### src/rtl/triangle_assembler.sv
// Gathers three consecutive vertices into a triangle record and queues it in a FWFT FIFO.
// Define TRI_DEGEN_CULL_EN to drop triangles with any two bit-identical vertices.
module triangle_assembler #(
  parameter int DEPTH = 4,
  parameter int VW    = 48,
  parameter int CW    = 16
) (
  input  logic          clk,
  input  logic          rst,
  input  logic [VW-1:0] vertex,
  input  logic [CW-1:0] color,
  input  logic          new_triangle,
  input  logic          vertex_valid,
  input  logic          done_in,
  output logic          in_ready,
  output logic [VW-1:0] tri_v0,
  output logic [VW-1:0] tri_v1,
  output logic [VW-1:0] tri_v2,
  output logic [CW-1:0] tri_color,
  output logic          tri_valid,
  input  logic          tri_ready,
  output logic          frame_done,
  output logic          malformed
);
  localparam int PW   = (DEPTH > 1) ? $clog2(DEPTH) : 1;
  localparam int CNTW = $clog2(DEPTH + 1);

  typedef struct packed {
    logic [VW-1:0] v0;
    logic [VW-1:0] v1;
    logic [VW-1:0] v2;
    logic [CW-1:0] color;
  } tri_t;

  typedef enum logic [1:0] {S_V0, S_V1, S_V2} state_t;

  state_t        state, state_nxt;
  logic [VW-1:0] v0_q, v1_q;
  logic [CW-1:0] color_q;
  logic          ld_v0, ld_v1, push, pop, bad, accept, degen, pending;
  tri_t          mem [DEPTH];
  logic [PW-1:0] wr_ptr, rd_ptr;
  logic [CNTW-1:0] count;

  assign in_ready   = (count != CNTW'(DEPTH));
  assign accept     = vertex_valid && in_ready;
  assign tri_valid  = (count != '0);
  assign pop        = tri_valid && tri_ready;
  assign frame_done = pending && (count == '0) && (state == S_V0);
  assign tri_v0     = mem[rd_ptr].v0;
  assign tri_v1     = mem[rd_ptr].v1;
  assign tri_v2     = mem[rd_ptr].v2;
  assign tri_color  = mem[rd_ptr].color;

`ifdef TRI_DEGEN_CULL_EN
  assign degen = (v0_q == v1_q) || (v0_q == vertex) || (v1_q == vertex);
`else
  assign degen = 1'b0;
`endif

  // A new_triangle in V1/V2 restarts collection with this vertex as v0.
  always_comb begin
    state_nxt = state;
    ld_v0     = 1'b0;
    ld_v1     = 1'b0;
    push      = 1'b0;
    bad       = 1'b0;
    if (accept) begin
      case (state)
        S_V0: if (new_triangle) begin ld_v0 = 1'b1; state_nxt = S_V1; end
              else bad = 1'b1;
        S_V1: if (new_triangle) begin ld_v0 = 1'b1; bad = 1'b1; end
              else begin ld_v1 = 1'b1; state_nxt = S_V2; end
        S_V2: if (new_triangle) begin ld_v0 = 1'b1; bad = 1'b1; state_nxt = S_V1; end
              else begin push = !degen; state_nxt = S_V0; end
        default: state_nxt = S_V0;
      endcase
    end
    // done_in discards whatever partial triangle remains after this cycle's vertex.
    if (done_in && state_nxt != S_V0) begin
      bad       = 1'b1;
      state_nxt = S_V0;
    end
  end

  always_ff @(posedge clk or negedge rst) begin
    if (!rst) begin
      state     <= S_V0;
      v0_q      <= '0;
      v1_q      <= '0;
      color_q   <= '0;
      malformed <= 1'b0;
      pending   <= 1'b0;
    end else begin
      state     <= state_nxt;
      malformed <= bad;
      if (ld_v0) begin
        v0_q    <= vertex;
        color_q <= color;
      end
      if (ld_v1) v1_q <= vertex;
      // A done_in coinciding with frame_done is absorbed into the current frame.
      if (frame_done)   pending <= 1'b0;
      else if (done_in) pending <= 1'b1;
    end
  end

  always_ff @(posedge clk or negedge rst) begin
    if (!rst) begin
      wr_ptr <= '0;
      rd_ptr <= '0;
      count  <= '0;
      for (int i = 0; i < DEPTH; i++) mem[i] <= '0;
    end else begin
      if (push) begin
        mem[wr_ptr] <= '{v0: v0_q, v1: v1_q, v2: vertex, color: color_q};
        wr_ptr      <= (wr_ptr == PW'(DEPTH - 1)) ? '0 : wr_ptr + 1'b1;
      end
      if (pop) rd_ptr <= (rd_ptr == PW'(DEPTH - 1)) ? '0 : rd_ptr + 1'b1;
      case ({push, pop})
        2'b10:   count <= count + 1'b1;
        2'b01:   count <= count - 1'b1;
        default: count <= count;
      endcase
    end
  end
endmodule
### config.mk
export PLATFORM = sky130hd
export DESIGN_NAME = triangle_assembler
export DESIGN_NICKNAME = d
export VERILOG_FILES = /design/src/rtl/triangle_assembler.sv
export SDC_FILE = /design/constraint.sdc
export NUM_CORES = 1
export LEC_CHECK = 0
export ABC_AREA = 1
export CAP_MARGIN = 40
export CORE_MARGIN = 8
export CORE_UTILIZATION = 50
export CTS_CLUSTER_DIAMETER = 60
export DETAILED_ROUTE_END_ITERATION = 8
export GPL_TIMING_DRIVEN = 0
export HOLD_SLACK_MARGIN = 0.05
export MAX_ROUTING_LAYER = met4
export PLACE_DENSITY = 0.68
export RECOVER_POWER = 100
export SLEW_MARGIN = 15
export SYNTH_ARGS = -nofsm -noshare
export SYNTH_HDL_FRONTEND = slang
export SYNTH_SLANG_ARGS = --single-unit
### constraint.sdc
create_clock -name clk -period 2.7 [get_ports clk]
set_input_delay 0.27 -clock clk [delete_from_list [all_inputs] [get_ports clk]]
set_output_delay 0.27 -clock clk [all_outputs]
set_load 0.02 [all_outputs]
==> results of run 1 <==
==> cells in the final DEF, fill, tap and decap left out, drive strengths merged <==
cell type and instances:
bufinv 3, nor2 333, o22ai 160, ha 10, inv 91, xnor2 2, a21oi 3, fa 1
clkdlybuf4s50 72, clkinv 10, clkinvlp 5, o21ai 1076, buf 255, dfrtp 763, dlygate4sd3 1, nand4 1
clkdlybuf4s15 51, nor3 1, diode 6, nand3 5, clkbuf 339, nand2 1417
==> kinds of logic (layout without fill, tap and decap cells) <==
| kind of cell | count (synthesis) | count (layout) |
|---|---|---|
| simple gates | 1757 | 1757 |
| compound gates | 1239 | 1239 |
| flops | 763 | 763 |
| buf+inv | 425 | 827 |
| fa+ha+maj | 11 | 11 |
| xor+xnor | 2 | 2 |
| other cells | 0 | 6 |
==> flip-flops by register name, summed over array words and instances (netlist names) <==
signal and cells:
rd_ptr 2, wr_ptr 2, malformed 1, v0_q 48, v1_q 48, color_q 16
pending 1, mem 640, count 3, state 2
==> final cells by class <==
type,instances,area (um^2),share of cell area (%)
clock buffer,127,2462,5.952
antenna,6,15.01,0.03629
tap,882,1104,2.668
timing repair buffer,258,2447,5.916
inverter,87,334.1,0.8075
clock inverter,22,244.0,0.5898
buffer,333,1956,4.727
sequential,763,19090,46.16
multi-input combinational,3009,13710,33.15
==> worst max-delay path, cell delays in order (launching register included) <==
cell,delay (ns)
dfrtp_2,0.44
buf_6,0.17
clkinvlp_4,0.17
buf_12,0.20
buf_4,0.21
o21ai_0,0.10
o22ai_1,0.20
clkdlybuf4s15_2,0.30
==> timing repair <==
item / CTS / global route
gates cloned: 0 / 2
buffers inserted: 4 / 4
setup endpoints to repair: 209 / 196
pin swaps: 42 / 22
hold buffers: 1 / 0
resized for setup: 825 / 165
endpoints found under the hold margin: 55 / 0
==> per-layer routing <==
layer  track usage [%]  share of wire [%]
met2             47.37                 46
met5                 -                  0
met1             41.41                 41
met3             6.100                9.0
met4             13.30                4.1
==> synth_stat cells (all sizes together) <==
| cell | number | area (um^2) |
|---|---|---|
| nand2 | 1417 | 5326 |
| o21ai | 1076 | 5393 |
| dfrtp | 763 | 19090 |
| nor2 | 333 | 1318 |
| clkbuf | 220 | 825.8 |
| o22ai | 160 | 1001 |
| buf | 118 | 688.2 |
| inv | 87 | 326.6 |
| ha | 10 | 125.1 |
| nand3 | 5 | 25.02 |
| a21oi | 3 | 15.01 |
| xnor2 | 2 | 17.52 |
| fa | 1 | 20.02 |
| nand4 | 1 | 21.27 |
| nor3 | 1 | 5.000 |
==> worst paths after layout <==
kind	cells past startpoint	endpoint	slack, ns	from
max in group asynchronous	6	mem[453]$_DFFE_PN0P_	0.41	rst
worst min-delay path	2	color_q[11]$_DFFE_PN0P_	0.16	rst
worst max register to register	9	mem[244]$_DFFE_PN0P_	0.05	wr_ptr[0]$_DFFE_PN0P_
worst min register to register	2	mem[505]$_DFFE_PN0P_	0.48	mem[505]$_DFFE_PN0P_
worst max-delay path	7	tri_v1[17]	-0.02	rd_ptr[1]$_DFFE_PN0P_
min in group clk	3	color_q[12]$_DFFE_PN0P_	0.19	color[12]
==> power groups by stage <==
stage / logic, mW / registers (mW) / clock network (mW)
6_report: 18.2 / 15.0 / 11.4
3_3_place_gp: 16.8 / 15.1 / 0
2_1_floorplan: 9.11 / 14.4 / 0
3_5_place_dp: 17.0 / 15.0 / 0
4_1_cts: 17.7 / 14.9 / 11.5
5_1_grt: 19.4 / 15.2 / 12.0
==> through the flow <==
stage	utilization, %	instance area [um^2]	setup TNS (ns)	power (mW)
after floorplan	-	34200	0	23.52
after global placement	55.26	37640	-	31.82
after detailed placement	55.69	37930	-127.77	32.04
after CTS	60.73	41360	-4.219	44.10
after global routing	60.74	41370	-0.2261	46.53
final	60.74	41370	-0.05451	44.58
==> flow_metrics.tcl, run 1 <==
set metrics [dict create \
    die_area_um2 77030 \
    p_int_mw 25.88 \
    yosys.area_share.simple_pct 19.58 \
    fmax_ghz 0.3681 \
    comb_power_share_pct 40.8 \
    worst_ep_required_time_ns 2.43 \
    clock_sinks 763 \
    rsz0062_at_grt "yes" \
    grt_max_degree 102 \
    p_clk_share_pct 25.6 \
    via_per_inst 5.742 \
    syn_nets 4278 \
    grt_pass1_vias 31230 \
    globalRouteTotalUtil_pct 31.36 \
    cts_root_buf "clkbuf_16" \
    finalSetupViolCount 7 \
    wl_per_cell_um 21.85 \
    cts.clk_slew.worst_paths_ns 0.06 \
    dp_cells 5325 \
    leakagePower_nw 21.90 \
    dr.pass1.iters 6 \
    fin_nets 4616 \
    die_w_um 277.5 \
    hold_viol 0 \
    worstMarginPinSlew_ns 1.398 \
    layout_setup_ws_ns -0.01644 \
    ys_seq_area_share_pct 55.83 \
    syn_area_um2 34200 \
    hold_ws_ns 0.1622 \
    synthMuxAreaShare_pct 0 \
    cts_tree "yes" \
    htreeDepth 3 \
    cts_buffers 83 \
    clock_path_buffers 3 \
    core_area_um2 68110 \
    crit_path_start_kind "register" \
    switching_power_mw 18.71 \
    avgSynthCellArea_um2 8.149 \
    io_pins 234 \
    critPathCaptureType "output pin" \
    drtIter0Drc 3268 \
    drc 0 \
    max-slew-margin-rel_pct 6.773 \
    p_seq_share_pct 33.5 \
    overflow 0 \
    drt_wl_total_um 119900 \
    finalNonFillerCells 5487 \
    fin_crit_sh_pct 100.6 \
    drive_gt1_share_pct 12.50 \
    ys_ff_latch 763 \
    status "finished, violations left" \
    worstSkewPairLatency_ns 0.64 \
    nFillCells 6144 \
    drv_cap 0 \
    synth_compound_area_share_pct 18.74 \
    worstSetupPathType "reg2out" \
    worstPathArrival_ns 2.45 \
    port_buffers 233 \
    start_util_pct 50.22 \
    maxSlewViolCount 0 \
    ys_types 25 \
    min_period_ns 2.716 \
    core.rowCount 96 \
    min_path_type "in2async" \
    areaGrowthSynthToFinish_pct 20.96 \
    die_h_um 277.5 \
    postRouteAntennaNets 0 \
    grt_pass1_wl_um 184600 \
    max-vdd-ir-drop_uv 734.1 \
    hpwlAfterDp_um 82080 \
    syn_inst 4197 \
    synth_top_family_by_area "simple AND/OR/NAND/NOR gates" \
    antenna_found_initial 5 \
    synthXorXnorAreaFrac_pct 0.05122 \
    powerDensity_nw_per_um2 1078 \
    switching_share_pct 41.96 \
    via_count 31510 \
    violations "setup timing" \
    post-place-ws_ns -1.233 \
    fin_worst_skew_ns 0.02861 \
    critPathMaxFanout 12 \
    gp_congestion 0.9032 \
    synth_adder_area_share_pct 0.4244 \
    yosys_warnings 0 \
]
No activity file was read; power rests on OpenSTA's default activity.
==> run 2: changes to the inputs <==
--- a/config.mk
+++ b/config.mk
@@ -14,7 +14,7 @@
 export GPL_TIMING_DRIVEN = 0
 export HOLD_SLACK_MARGIN = 0.05
 export MAX_ROUTING_LAYER = met4
-export PLACE_DENSITY = 0.68
+export PLACE_DENSITY = 0.65
 export RECOVER_POWER = 100
 export SLEW_MARGIN = 15
 export SYNTH_ARGS = -nofsm -noshare
==> run 2 against run 1 <==
Effect of this change: sequential share of layout area grew 0.088 points; global-route usage rose by 0.96 points; die area did not move; clock power hardly changed; the flow still finishes with violations (setup timing); register-to-register slack worse by 0.14 ns; via count increased by 0.21%; clock-buffer cell count shrank 6; cell count hardly changed; worst setup slack worse by 0.069 ns; total power rose by 0.63%; sequential power is essentially flat.
==> flow_metrics.tcl, run 2 (synthesis results as in run 1) <==
set metrics [dict create \
    status "finished, violations left" \
    violations "setup timing" \
    fin_worst_skew_ns 0.03265 \
    largest_reg_flops 640 \
    die_area_um2 77030 \
    fin_nets 4621 \
    post-place-ws_ns -1.065 \
    via_count 31570 \
    cts_tree "yes" \
    crit_path_start_kind "register" \
    startpoint "wr_ptr[1]$_DFFE_PN0P_" \
    rsz0062_at_grt "yes" \
    leakagePower_nw 21.98 \
    start_util_pct 50.22 \
    drv_cap 0 \
    cts_root_buf "clkbuf_16" \
    io_pins 234 \
    max-slew-margin-rel_pct 18.81 \
    die_w_um 277.5 \
    p_total_mw 44.86 \
    largest-register "mem" \
    wl_per_cell_um 22.30 \
    antenna_found_initial 2 \
    final_cell_mix "1416 x nand2_1, 845 x o21ai_0, 762 x dfrtp_1" \
    worstSkewPairLatency_ns 0.65 \
    drtIter0Drc 3235 \
    finalSetupViolCount 81 \
    fin_crit_sh_pct 103.2 \
    worst_ep_required_time_ns 3.27 \
    post-route-util_pct 60.63 \
    layout_commonest_cell "nand2_1" \
    drive_gt1_share_pct 13.29 \
    fmax_ghz 0.3590 \
    areaGrowthSynthToFinish_pct 20.73 \
    dr.pass1.iters 6 \
    top_regs "mem x640, v0_q x48, v1_q x48" \
    nFillCells 6288 \
    core.rowCount 96 \
    layout_setup_ws_ns -0.08557 \
    grt_pass1_wl_um 189600 \
    gp_congestion 0.8886 \
    hold_viol 0 \
    critPathMaxFanout 10 \
    drt_wl_total_um 122300 \
    die_h_um 277.5 \
    clock_path_buffers 3 \
    grt_pass1_vias 31800 \
    clock_sinks 763 \
    cts_buffers 85 \
    postRouteAntennaNets 0 \
    max-vdd-ir-drop_uv 519.4 \
    htreeDepth 3 \
    worstPathArrival_ns 3.36 \
    core_area_um2 68110 \
    timing.rr.start "wr_ptr[1]$_DFFE_PN0P_" \
    globalRouteTotalUtil_pct 32.32 \
    port_buffers 233 \
    min_path_type "in2async" \
    worstSetupPathType "reg2reg" \
    grt_max_degree 100 \
    finalSetupTns_ns -2.247 \
    via_per_inst 5.757 \
    hold_ws_ns 0.1374 \
    rrSetupSlack_ns -0.09 \
    hpwlAfterDp_um 83800 \
    worstMarginPinSlew_ns 1.218 \
    min_period_ns 2.786 \
    drc 0 \
    powerDensity_nw_per_um2 1087 \
    maxSlewViolCount 0 \
    overflow 0 \
    cts.clk_slew.worst_paths_ns 0.06 \
    critPathCaptureType "register" \
]
==> run 2: report_power, final <==
group          switching (mW)  internal (mW)
clock network            4.87           6.70
logic                    12.3           6.04
registers                1.78           13.2
total                    18.9           25.9
==> run 2: worst paths after layout <==
| kind | cells after the start | to |
|---|---|---|
| worst max-delay path | 9 | mem[157]$_DFFE_PN0P_ |
| min in group clk | 3 | color_q[14]$_DFFE_PN0P_ |
| max in group asynchronous | 5 | mem[573]$_DFFE_PN0P_ |
| worst min register to register | 2 | mem[509]$_DFFE_PN0P_ |
| worst max register to register | 9 | mem[157]$_DFFE_PN0P_ |
| worst min-delay path | 2 | color_q[11]$_DFFE_PN0P_ |
==> run 2: metrics by stage <==
| stage | area [um^2] | std cells |
|---|---|---|
| finish | 41290 | 5484 |
| global route | 41290 | 5483 |
| CTS | 41310 | 5481 |
| detailed placement | 37970 | 5327 |
| global placement | 37640 | 5312 |
| floorplan | 34200 | 4197 |
==> run 2: worst max-delay path, cell delays in order, from the launching register on <==
cell,delay [ns]
dfrtp_1,0.37
ha_1,0.17
inv_2,0.17
clkbuf_1,0.38
buf_8,0.26
nor2_4,0.43
buf_4,0.36
buf_2,0.37
nand2_1,0.10
nand2_1,0.08
==> run 2: repair_timing <==
action	in CTS	in global routing
endpoints found under the hold margin	75	0
setup endpoints to repair	161	223
setup buffers	9	0
pin swaps	30	18
cloned	1	2
hold buffers	1	0
gates resized for setup	952	179
==> run 2: layout make-up <==
type                    instances  area (um^2)  area share [%]
multi-input cells            3009        13840           33.52
clock buffers                 121         2495           6.042
flip-flops and latches        763        19090           46.24
diodes                          3        7.507         0.01818
repair buffers                261         2148           5.203
inverters                      87        334.1          0.8091
clock inverters                25        249.0          0.6030
plain buffers                 333         2017           4.885
well taps                     882         1104           2.673
==> run 2: layer usage <==
| layer | global-route usage, % | wire length [um] | vias to the layer above |
|---|---|---|---|
| li1 | - | - | 14450 |
| met1 | 43.14 | 50910 | 15400 |
| met2 | 48.85 | 55630 | 1408 |
| met3 | 6.092 | 10270 | 314 |
| met4 | 12.83 | 5470 | 0 |
| met5 | - | 0 | - |
